### src/rtl/ram8_arbiter_if.sv
// Request/bank bundle for ram8_arbiter.
// The slave modport is the arbiter's view. The master modport is the environment's view:
// the requesters plus the register bank, which supplies ram_out.
interface ram8_arbiter_if #(
  parameter int unsigned DATA_W = 16,
  parameter int unsigned ADDR_W = 3
);
  logic [3:0]          req;
  logic [3:0]          we;
  logic [4*ADDR_W-1:0] addr;
  logic [4*DATA_W-1:0] wdata;
  logic [DATA_W-1:0]   ram_out;
  logic [ADDR_W-1:0]   ram_sel;
  logic                ram_load;
  logic [DATA_W-1:0]   ram_in;
  logic [3:0]          ack;
  logic [DATA_W-1:0]   rdata;
  logic                busy;

  modport slave (
    input  req, we, addr, wdata, ram_out,
    output ram_sel, ram_load, ram_in, ack, rdata, busy
  );

  modport master (
    output req, we, addr, wdata, ram_out,
    input  ram_sel, ram_load, ram_in, ack, rdata, busy
  );
endinterface

### src/rtl/ram8_arbiter.sv
// Four-port arbiter and access sequencer for an 8 x DATA_W register bank.
// Each grant takes three cycles: IDLE (sample and grant), ACCESS (bank lines driven),
// and DONE (one-cycle ack to the winner).
// Macro RAM8_ARB_RR_EN: when defined, round-robin arbitration over a last-winner pointer.
// When undefined, fixed priority with requester 0 highest.
module ram8_arbiter #(
  parameter int unsigned DATA_W = 16,
  parameter int unsigned ADDR_W = 3
) (
  input  logic          clk,
  input  logic          rst_n,
  ram8_arbiter_if.slave bus
);

  typedef enum logic [1:0] {StIdle, StAccess, StDone} state_e;

  state_e              r_state, w_state_nxt;
  logic [1:0]          r_win, w_win_nxt;
  logic [ADDR_W-1:0]   r_ram_sel, w_ram_sel_nxt;
  logic                r_ram_load, w_ram_load_nxt;
  logic [DATA_W-1:0]   r_ram_in, w_ram_in_nxt;
  logic [3:0]          r_ack, w_ack_nxt;
  logic [DATA_W-1:0]   r_rdata, w_rdata_nxt;
  logic                r_busy, w_busy_nxt;

  logic                w_any;
  logic [1:0]          w_pick;

`ifdef RAM8_ARB_RR_EN
  logic [1:0]          r_last, w_last_nxt;
  logic [1:0]          w_idx;

  // Round-robin pick: search last+1 .. last+4. The loop runs backwards so the
  // earliest position in the search order overwrites the later ones.
  always_comb begin
    w_any  = |bus.req;
    w_pick = '0;
    w_idx  = '0;
    for (int k = 3; k >= 0; k--) begin
      w_idx = r_last + 2'(k + 1);
      if (bus.req[w_idx]) w_pick = w_idx;
    end
  end
`else
  // Fixed-priority pick: the lowest requester index wins.
  always_comb begin
    w_any  = |bus.req;
    w_pick = '0;
    for (int k = 3; k >= 0; k--) begin
      if (bus.req[k]) w_pick = 2'(k);
    end
  end
`endif

  // Next-state logic and next values for all registered outputs.
  always_comb begin
    w_state_nxt    = r_state;
    w_win_nxt      = r_win;
    w_ram_sel_nxt  = r_ram_sel;
    w_ram_load_nxt = r_ram_load;
    w_ram_in_nxt   = r_ram_in;
    w_ack_nxt      = '0;
    w_rdata_nxt    = r_rdata;
    w_busy_nxt     = r_busy;
`ifdef RAM8_ARB_RR_EN
    w_last_nxt     = r_last;
`endif
    unique case (r_state)
      StIdle: begin
        if (w_any) begin
          w_win_nxt      = w_pick;
          w_ram_sel_nxt  = bus.addr[int'(w_pick) * ADDR_W +: ADDR_W];
          w_ram_in_nxt   = bus.wdata[int'(w_pick) * DATA_W +: DATA_W];
          w_ram_load_nxt = bus.we[w_pick];
          w_busy_nxt     = 1'b1;
          w_state_nxt    = StAccess;
`ifdef RAM8_ARB_RR_EN
          w_last_nxt     = w_pick;
`endif
        end
      end
      StAccess: begin
        // ram_load still holds the winner's we, so it tells a read from a write.
        if (!r_ram_load) w_rdata_nxt = bus.ram_out;
        w_ram_load_nxt = 1'b0;
        w_ack_nxt      = 4'b0001 << r_win;
        w_state_nxt    = StDone;
      end
      StDone: begin
        w_busy_nxt  = 1'b0;
        w_state_nxt = StIdle;
      end
      default: begin
        w_state_nxt = StIdle;
      end
    endcase
  end

  // State and output registers. Reset drops ram_load at once, which aborts a write in flight.
  always_ff @(posedge clk or negedge rst_n) begin
    if (!rst_n) begin
      r_state    <= StIdle;
      r_win      <= '0;
      r_ram_sel  <= '0;
      r_ram_load <= 1'b0;
      r_ram_in   <= '0;
      r_ack      <= '0;
      r_rdata    <= '0;
      r_busy     <= 1'b0;
`ifdef RAM8_ARB_RR_EN
      r_last     <= 2'd3;
`endif
    end else begin
      r_state    <= w_state_nxt;
      r_win      <= w_win_nxt;
      r_ram_sel  <= w_ram_sel_nxt;
      r_ram_load <= w_ram_load_nxt;
      r_ram_in   <= w_ram_in_nxt;
      r_ack      <= w_ack_nxt;
      r_rdata    <= w_rdata_nxt;
      r_busy     <= w_busy_nxt;
`ifdef RAM8_ARB_RR_EN
      r_last     <= w_last_nxt;
`endif
    end
  end

  assign bus.ram_sel  = r_ram_sel;
  assign bus.ram_load = r_ram_load;
  assign bus.ram_in   = r_ram_in;
  assign bus.ack      = r_ack;
  assign bus.rdata    = r_rdata;
  assign bus.busy     = r_busy;

endmodule

### src/flat_wrapper.sv
// flat-port wrapper written by rule: the top's interface ports become plain ports
module ram8_arbiter_flat 
#(
  parameter int unsigned DATA_W = 16,
  parameter int unsigned ADDR_W = 3
)
  (clk, rst_n, bus_req, bus_we, bus_addr, bus_wdata, bus_ram_out, bus_ram_sel, bus_ram_load, bus_ram_in, bus_ack, bus_rdata, bus_busy);
  ram8_arbiter_if #(.DATA_W(DATA_W), .ADDR_W(ADDR_W)) bus_i ();
  input  logic clk;
  input  logic rst_n;
  input wire logic [$bits(bus_i.req)-1:0] bus_req;
  input wire logic [$bits(bus_i.we)-1:0] bus_we;
  input wire logic [$bits(bus_i.addr)-1:0] bus_addr;
  input wire logic [$bits(bus_i.wdata)-1:0] bus_wdata;
  input wire logic [$bits(bus_i.ram_out)-1:0] bus_ram_out;
  output wire logic [$bits(bus_i.ram_sel)-1:0] bus_ram_sel;
  output wire logic [$bits(bus_i.ram_load)-1:0] bus_ram_load;
  output wire logic [$bits(bus_i.ram_in)-1:0] bus_ram_in;
  output wire logic [$bits(bus_i.ack)-1:0] bus_ack;
  output wire logic [$bits(bus_i.rdata)-1:0] bus_rdata;
  output wire logic [$bits(bus_i.busy)-1:0] bus_busy;
  assign bus_i.req = bus_req;
  assign bus_i.we = bus_we;
  assign bus_i.addr = bus_addr;
  assign bus_i.wdata = bus_wdata;
  assign bus_i.ram_out = bus_ram_out;
  assign bus_ram_sel = bus_i.ram_sel;
  assign bus_ram_load = bus_i.ram_load;
  assign bus_ram_in = bus_i.ram_in;
  assign bus_ack = bus_i.ack;
  assign bus_rdata = bus_i.rdata;
  assign bus_busy = bus_i.busy;
  ram8_arbiter #(.DATA_W(DATA_W), .ADDR_W(ADDR_W)) u_core (.clk(clk), .rst_n(rst_n), .bus(bus_i));
endmodule
### config.mk
export PLATFORM = sky130hd
export DESIGN_NAME = ram8_arbiter_flat
export DESIGN_NICKNAME = d
export VERILOG_FILES = /design/src/rtl/ram8_arbiter_if.sv /design/src/rtl/ram8_arbiter.sv /design/src/flat_wrapper.sv
export SDC_FILE = /design/constraint.sdc
export NUM_CORES = 1
export LEC_CHECK = 0
export ABC_AREA = 1
export CAP_MARGIN = 15
export CORE_MARGIN = 5
export CORE_UTILIZATION = 30
export DETAILED_ROUTE_END_ITERATION = 16
export GPL_ROUTABILITY_DRIVEN = 0
export PLACE_DENSITY_LB_ADDON = 0.08
export SLEW_MARGIN = 10
export SYNTH_ARGS = -nofsm -noshare
export SYNTH_HDL_FRONTEND = slang
export SYNTH_SLANG_ARGS = --single-unit
export TNS_END_PERCENT = 50
### constraint.sdc
create_clock -name clk -period 2 [get_ports clk]
set_input_delay 0.4 -clock clk [delete_from_list [all_inputs] [get_ports clk]]
set_output_delay 0.4 -clock clk [all_outputs]
set_load 0.1 [all_outputs]
==> impl_results.md, run 1 <==
* Run status: finished, final reports clean
* Syn avg cell area at roughly 6.6 µm²
* Worst r2r path cells at 6
* Yosys reg bits at 45
* Fin Setup TNS at 0 ps
* FF/Latch Area at about 0.0011 mm²
* 1st-pass router iterations at 4
* Fillers at between 900 and 1000
* Post-route cell area at between 0.004 and 0.005 mm²
* Clock transition at the registers of the reported paths at about 80 ps
* Fin crit period at between 1500 and 2000 ps
* RSZ-0062 raised after global routing: false
* Worst R2R Setup Slack at 640 ps
* Measured slew at the worst slew-check pin at 409 ps
* Critical R2R Launch: u_core.r_state[1]$_DFFE_PN0P_
* DRT Wirelength at 8110 µm
* Per-cell routed wire length at about 12 µm
* Finished Core Util at between 40% and 50%
* Die span in x at approximately 110 µm
* CP arrival at about 1700 ps
* Post-DP HPWL at around 6500 µm
* Synthesized area at ~0.0028 mm²
* Core Region at slightly above 0.009 mm²
* Worst endpoint required time at ~2200 ps
* CTS resizes at 0
* Proportion of layout cells with a drive suffix above 1 at around 15%
* Ys Warns at 0
* Cells after Synth at ~430
* PD cells at ~1600 mW/mm²
* Worst vdd ir at ~0.00063 V
* Worst relative slew slack at just over 70%
* Setup WS pre-CTS at 142 ps
* Nets at ~670
* Initial DRC Count at 140
* Syn nets at 530
* Setup WS post-layout at roughly 450 ps
* Gr usage total at 14.1%
* Post-route antenna net violation count at 0
* N_diodes at 0
* Routed vias/inst at about 4.3
* Synth cell types at 14
* Hold Fails Final Rpt at 0
* Crit path kind: in2reg
* Leakage at 0.00246 µW
* CP Launch Type: input port
* Starting Density at between 30% and 40%
* Cts hold-fix bufs at 0
* Post-route DRC at 0
* Initial antenna violation count at 0
* MaxCap Viol Count at 0
* Area of the multi-input gates at 0.00116 mm²
* Endpoint class of the critical path: flop
* TritonCTS Buffers at 5
* Max clock buf depth at 2
* Clock Latency Late Sink at just under 300 ps
* Largest net degree at the start of global routing at 33
* TritonCTS clock tree: built
* CTS root buf: clkbuf_8
* Setup Skew at between 6 and 7 ps
* Critical path peak fanout at 18
* PortBufs at approximately 140
* Number of global-route vias before repair at between 2000 and 3000
* # clock sinks at 45
* Die height at 107 µm
* FF-to-FF End: u_core.bus.rdata[10]$_DFFE_PN0P_
* Ports at 143
* Fmax at 0.646 GHz
* Worst hold-check path type: in2async
* Seq/Total Area, Yosys at around 40%
* Post-DP Area at about 0.0042 mm²
* Fin. max-slew vios at 0
* Overall die area at about 0.011 mm²
* Fin crit share at 77.3%
* Final setup fails at 0
* H-tree depth at 2
* Post-CTS setup buffers at 0
* First-pass GRT wire length at 13200 µm
* Total congestion overflow at 0
* Area Growth Syn to Fin at 54.9%
* Num rows at 35
* Vias at between 2000 and 3000
-- layout make-up --
cell class / count / area share (%)
flip-flops and latches: 45 / 25.9
clock inverters: 1 / 0.690
clock buffers: 7 / 1.98
multi-input cells: 255 / 26.6
repair buffers: 155 / 32.7
inverters: 104 / 8.97
well taps: 111 / 3.19
-- state kept, by name (all words and copies together), names as in the netlist --
name and cells:
u_core.r_win 2, u_core.r_state 2, u_core.bus.busy 1, u_core.bus.ram_sel 3, u_core.bus.ram_load 1, u_core.bus.ram_in 16, u_core.bus.rdata 16, u_core.bus.ack 4
-- kinds of logic after synthesis --
group	after synthesis	share of synthesized area, %
AND/OR/NAND/NOR	237	35.7
buffers and inverters	128	18.9
flip-flops	45	40.1
AO/OA/AOI/OAI	18	5.34
-- metrics by stage --
step | hold slack [ps] | power (µW) | std cells
2_1_floorplan | 104 | 5380 | 428
3_3_place_gp | 347 | 6460 | 670
3_5_place_dp | 357 | 6480 | 670
4_1_cts | 28.3 | 7200 | 678
5_1_grt | 37.0 | 7480 | 678
6_report | 22.2 | 7120 | 678
-- how the worst max path moves through the flow --
| stage | start | to | slack, ps | cells after the start |
|---|---|---|---|---|
| 6_report | bus_req[2] | u_core.bus.ram_in[14]$_DFFE_PN0P_ | 450 | 11 |
| 5_1_grt | bus_req[1] | u_core.bus.ram_load$_DFFE_PN0P_ | 320 | 9 |
| 4_1_cts | bus_req[2] | u_core.bus.ram_in[1]$_DFFE_PN0P_ | 460 | 11 |
| 3_5_place_dp | bus_req[2] | u_core.bus.ram_in[0]$_DFFE_PN0P_ | 140 | 11 |
| 3_3_place_gp | bus_req[2] | u_core.bus.ram_in[1]$_DFFE_PN0P_ | 180 | 11 |
| 2_1_floorplan | u_core.bus.ram_load$_DFFE_PN0P_ | u_core.bus.rdata[10]$_DFFE_PN0P_ | 390 | 5 |
-- synthesized netlist by cell type --
library cell,n,area [µm²]
o21ai_2,16,140
buf_2,16,80.1
o21ai_0,2,10.0
nor2_1,3,11.3
dfrtp_1,45,1130
inv_2,3,11.3
inv_1,101,379
or2_1,1,6.26
clkbuf_1,4,15.0
buf_6,4,45.0
nand3_1,82,410
nand2_1,145,544
nor2_2,1,6.26
nor3_1,5,25.0
-- cell usage in the layout (no fill, tap or decap), drive strengths merged --
cell / instances
nand3: 82
clkbuf: 7
bufinv: 1
or2: 1
nor2: 4
inv: 104
dfrtp: 45
clkdlybuf4s50: 100
nand2: 145
buf: 55
o21ai: 18
nor3: 5
-- worst max-delay path, stage by stage --
cell	delay (ps)
clkdlybuf4s50_1	470
inv_1	40
nand2_1	50
nand2_1	80
nand2_1	90
buf_4	220
nand2_1	70
nand3_1	110
nand2_1	70
nand2_1	70
nand2_1	50
-- power by group --
part / switching [µW] / internal [µW] / total [µW]
clock network: 295 / 407 / 702
logic: 3780 / 1070 / 4840
registers: 241 / 1340 / 1580
total: 4310 / 2810 / 7120
-- per-layer routing --
layer / share of wire, % / up-vias / global-route usage (%)
met2: 45 / 105 / 21.9
li1: - / 1546 / -
met3: 8.7 / 8 / 4.70
met5: 0 / - / 0
met4: 1.2 / 0 / 4.02
met1: 45 / 1246 / 18.8
Power figures use the tool's default switching activity.
==> run 2, diff against run 1 <==
==> constraint.sdc (replaced) <==
create_clock -name clk -period 1.55 [get_ports clk]
set_input_delay 0.31 -clock clk [delete_from_list [all_inputs] [get_ports clk]]
set_output_delay 0.31 -clock clk [all_outputs]
set_load 0.1 [all_outputs]
==> run 2 against run 1 <==
Non-clock buffer count increased by 6. Combinational power up 56%. Cell count up 0.74%. Clock-buffer cell count down 1. Wire length is 1.5% lower. Sequential cell count did not move. Cell area is 13% higher. Power grew 48%. Largest power group unchanged. Highest routed layer unchanged.
==> impl_results.md, run 2 (same netlist as run 1, synthesis figures left out) <==
* N_diodes at 0
* Fmax at just under 0.7 GHz
* Routed vias/inst at ~4.2
* Post-DP HPWL at between 6000 and 7000 µm
* Largest net degree at the start of global routing at 46
* TritonCTS clock tree: built
* Worst endpoint required time at roughly 1700 ps
* Number of global-route vias before repair at between 2000 and 3000
* Vias at approximately 2900
* Max clock buf depth at 2
* Gr usage total at between 10% and 20%
* Total congestion overflow at 0
* Post-route antenna net violation count at 0
* Starting Density at just over 30%
* Leakage at 0.00266 µW
* Setup Skew at 5.78 ps
* Measured slew at the worst slew-check pin at 361 ps
* Clock transition at the registers of the reported paths at ~80 ps
* Overall die area at 0.0114 mm²
* Area Growth Syn to Fin at 75.6%
* PortBufs at about 140
* Initial DRC Count at roughly 130
* 1st-pass router iterations at 4
* CP arrival at 1620 ps
* Post-route cell area at approximately 0.0049 mm²
* Worst relative slew slack at between 70% and 80%
* Critical R2R Launch: u_core.r_state[1]$_DFFE_PN0P_
* Worst r2r path cells at 6
* Worst R2R Setup Slack at about 250 ps
* Num rows at 35
* PD cells at 2130 mW/mm²
* Run status: finished, final reports clean
* FF-to-FF End: u_core.bus.rdata[6]$_DFFE_PN0P_
* Post-route DRC at 0
* Hold Fails Final Rpt at 0
* H-tree depth at 2
* Commonest cells after routing, fill and taps aside: nand2_1 (143), inv_1 (101), clkdlybuf4s50_1 (100)
* TritonCTS Buffers at 5
* Crit path kind: in2reg
* Fin Setup TNS at 0 ps
* Per-cell routed wire length at 11.7 µm
* Fin crit share at between 90 and 100%
* Post-DP Area at slightly below 0.005 mm²
* Proportion of layout cells with a drive suffix above 1 at roughly 16%
* Hold wc startpoint: u_core.r_state[1]$_DFFE_PN0P_
* CTS root buf: clkbuf_8
* First-pass GRT wire length at approximately 13000 µm
* Critical path peak fanout at 9
* Final setup fails at 0
* Worst Hold End: u_core.r_state[1]$_DFFE_PN0P_
* DRT Wirelength at about 8000 µm
* Endpoint class of the critical path: flop
* CP Launch Type: input port
* Fillers at 872
* Hold Crit Depth at 1
* # clock sinks at 45
* Core Region at roughly 0.009 mm²
* Ports at between 100 and 150
* Initial antenna violation count at 0
* Worst hold-check path type: reg2reg
* RSZ-0062 raised after global routing: false
* Die span in x at 107 µm
* Nets at between 600 and 700
* Clock Latency Late Sink at 290 ps
* MaxCap Viol Count at 0
* Commonest non-fill, non-tap cell in the layout: nand2_1
* Fin crit period at between 1000 and 1500 ps
* Worst vdd ir at roughly 0.00084 V
* Die height at around 110 µm
* Fin. max-slew vios at 0
==> run 2: worst max-delay path by stage <==
stage,startpoint,endpoint,slack [ps],cells after the start
final,bus_req[2],u_core.bus.ram_in[11]$_DFFE_PN0P_,110,11
after detailed placement,bus_req[2],u_core.bus.ram_in[6]$_DFFE_PN0P_,-200,11
after global placement,bus_req[2],u_core.bus.ram_in[6]$_DFFE_PN0P_,-190,11
after floorplan,u_core.bus.ram_load$_DFFE_PN0P_,u_core.bus.rdata[10]$_DFFE_PN0P_,150,5
after CTS,bus_req[2],u_core.bus.ram_in[11]$_DFFE_PN0P_,110,11
after global routing,bus_req[2],u_core.bus.ram_in[6]$_DFFE_PN0P_,8,11
==> run 2: layout make-up <==
type	instances	area, µm²	area share [%]
Clock buffer	6	72.6	1.47
Clock inverter	1	5.00	0.101
Inverter	104	390	7.91
Multi-Input combinational cell	255	1170	23.7
Sequential cell	45	1130	22.8
Tap cell	111	139	2.81
Timing Repair Buffer	161	2030	41.2
==> run 2: timing repair <==
item	CTS	global route
setup endpoints to repair	0	15
setup buffers	0	0
hold buffers	1	0
hold endpoints to repair	45	0
gates resized for setup	0	11
==> run 2: routing by layer <==
layer	track usage, %	routed length, µm	vias to the layer above	share of wire [%]
met2	21.4	3560	104	45
met4	3.93	110	0	1.4
met1	19.6	3760	1225	47
li1	-	-	1552	-
met3	3.19	554	8	6.9
met5	0	0	-	0
==> run 2: through the flow <==
step | std cells | worst slack [ps] | util [%] | power (µW) | hold slack [ps]
CTS | 682 | 109 | 53.2 | 10600 | 480
finish | 683 | 109 | 53.7 | 10500 | 478
floorplan | 428 | 150 | - | 6940 | 14.4
global route | 683 | 7.93 | 53.7 | 11000 | 500
detailed placement | 674 | -204 | 52.3 | 9930 | 310
global placement | 674 | -193 | 52.3 | 9890 | 309
==> run 2: worst max-delay path, stage by stage <==
cell             delay (ps)
clkdlybuf4s50_1         470
inv_1                    40
nand2_1                  70
nand2_2                 110
nand2_4                 110
buf_6                   150
nand2_1                  60
nand3_1                 110
nand2_1                  70
nand2_1                  70
nand2_1                  50
==> run 2: power by group <==
group	internal [µW]	leakage, µW	switching, µW	total [µW]
clock	307	0.0000410	364	671
sequential	1730	0.000557	561	2290
combinational	2670	0.00206	4910	7570
==> run 3, diff against run 2 <==
--- a/config.mk
+++ b/config.mk
@@ -9,6 +9,7 @@
 export CAP_MARGIN = 15
 export CORE_MARGIN = 5
 export CORE_UTILIZATION = 30
+export CTS_CLUSTER_SIZE = 12
 export DETAILED_ROUTE_END_ITERATION = 16
 export GPL_ROUTABILITY_DRIVEN = 0
 export PLACE_DENSITY_LB_ADDON = 0.08
==> results of run 3 <==
Final layout, timing and power as in run 2 (identical DEF).
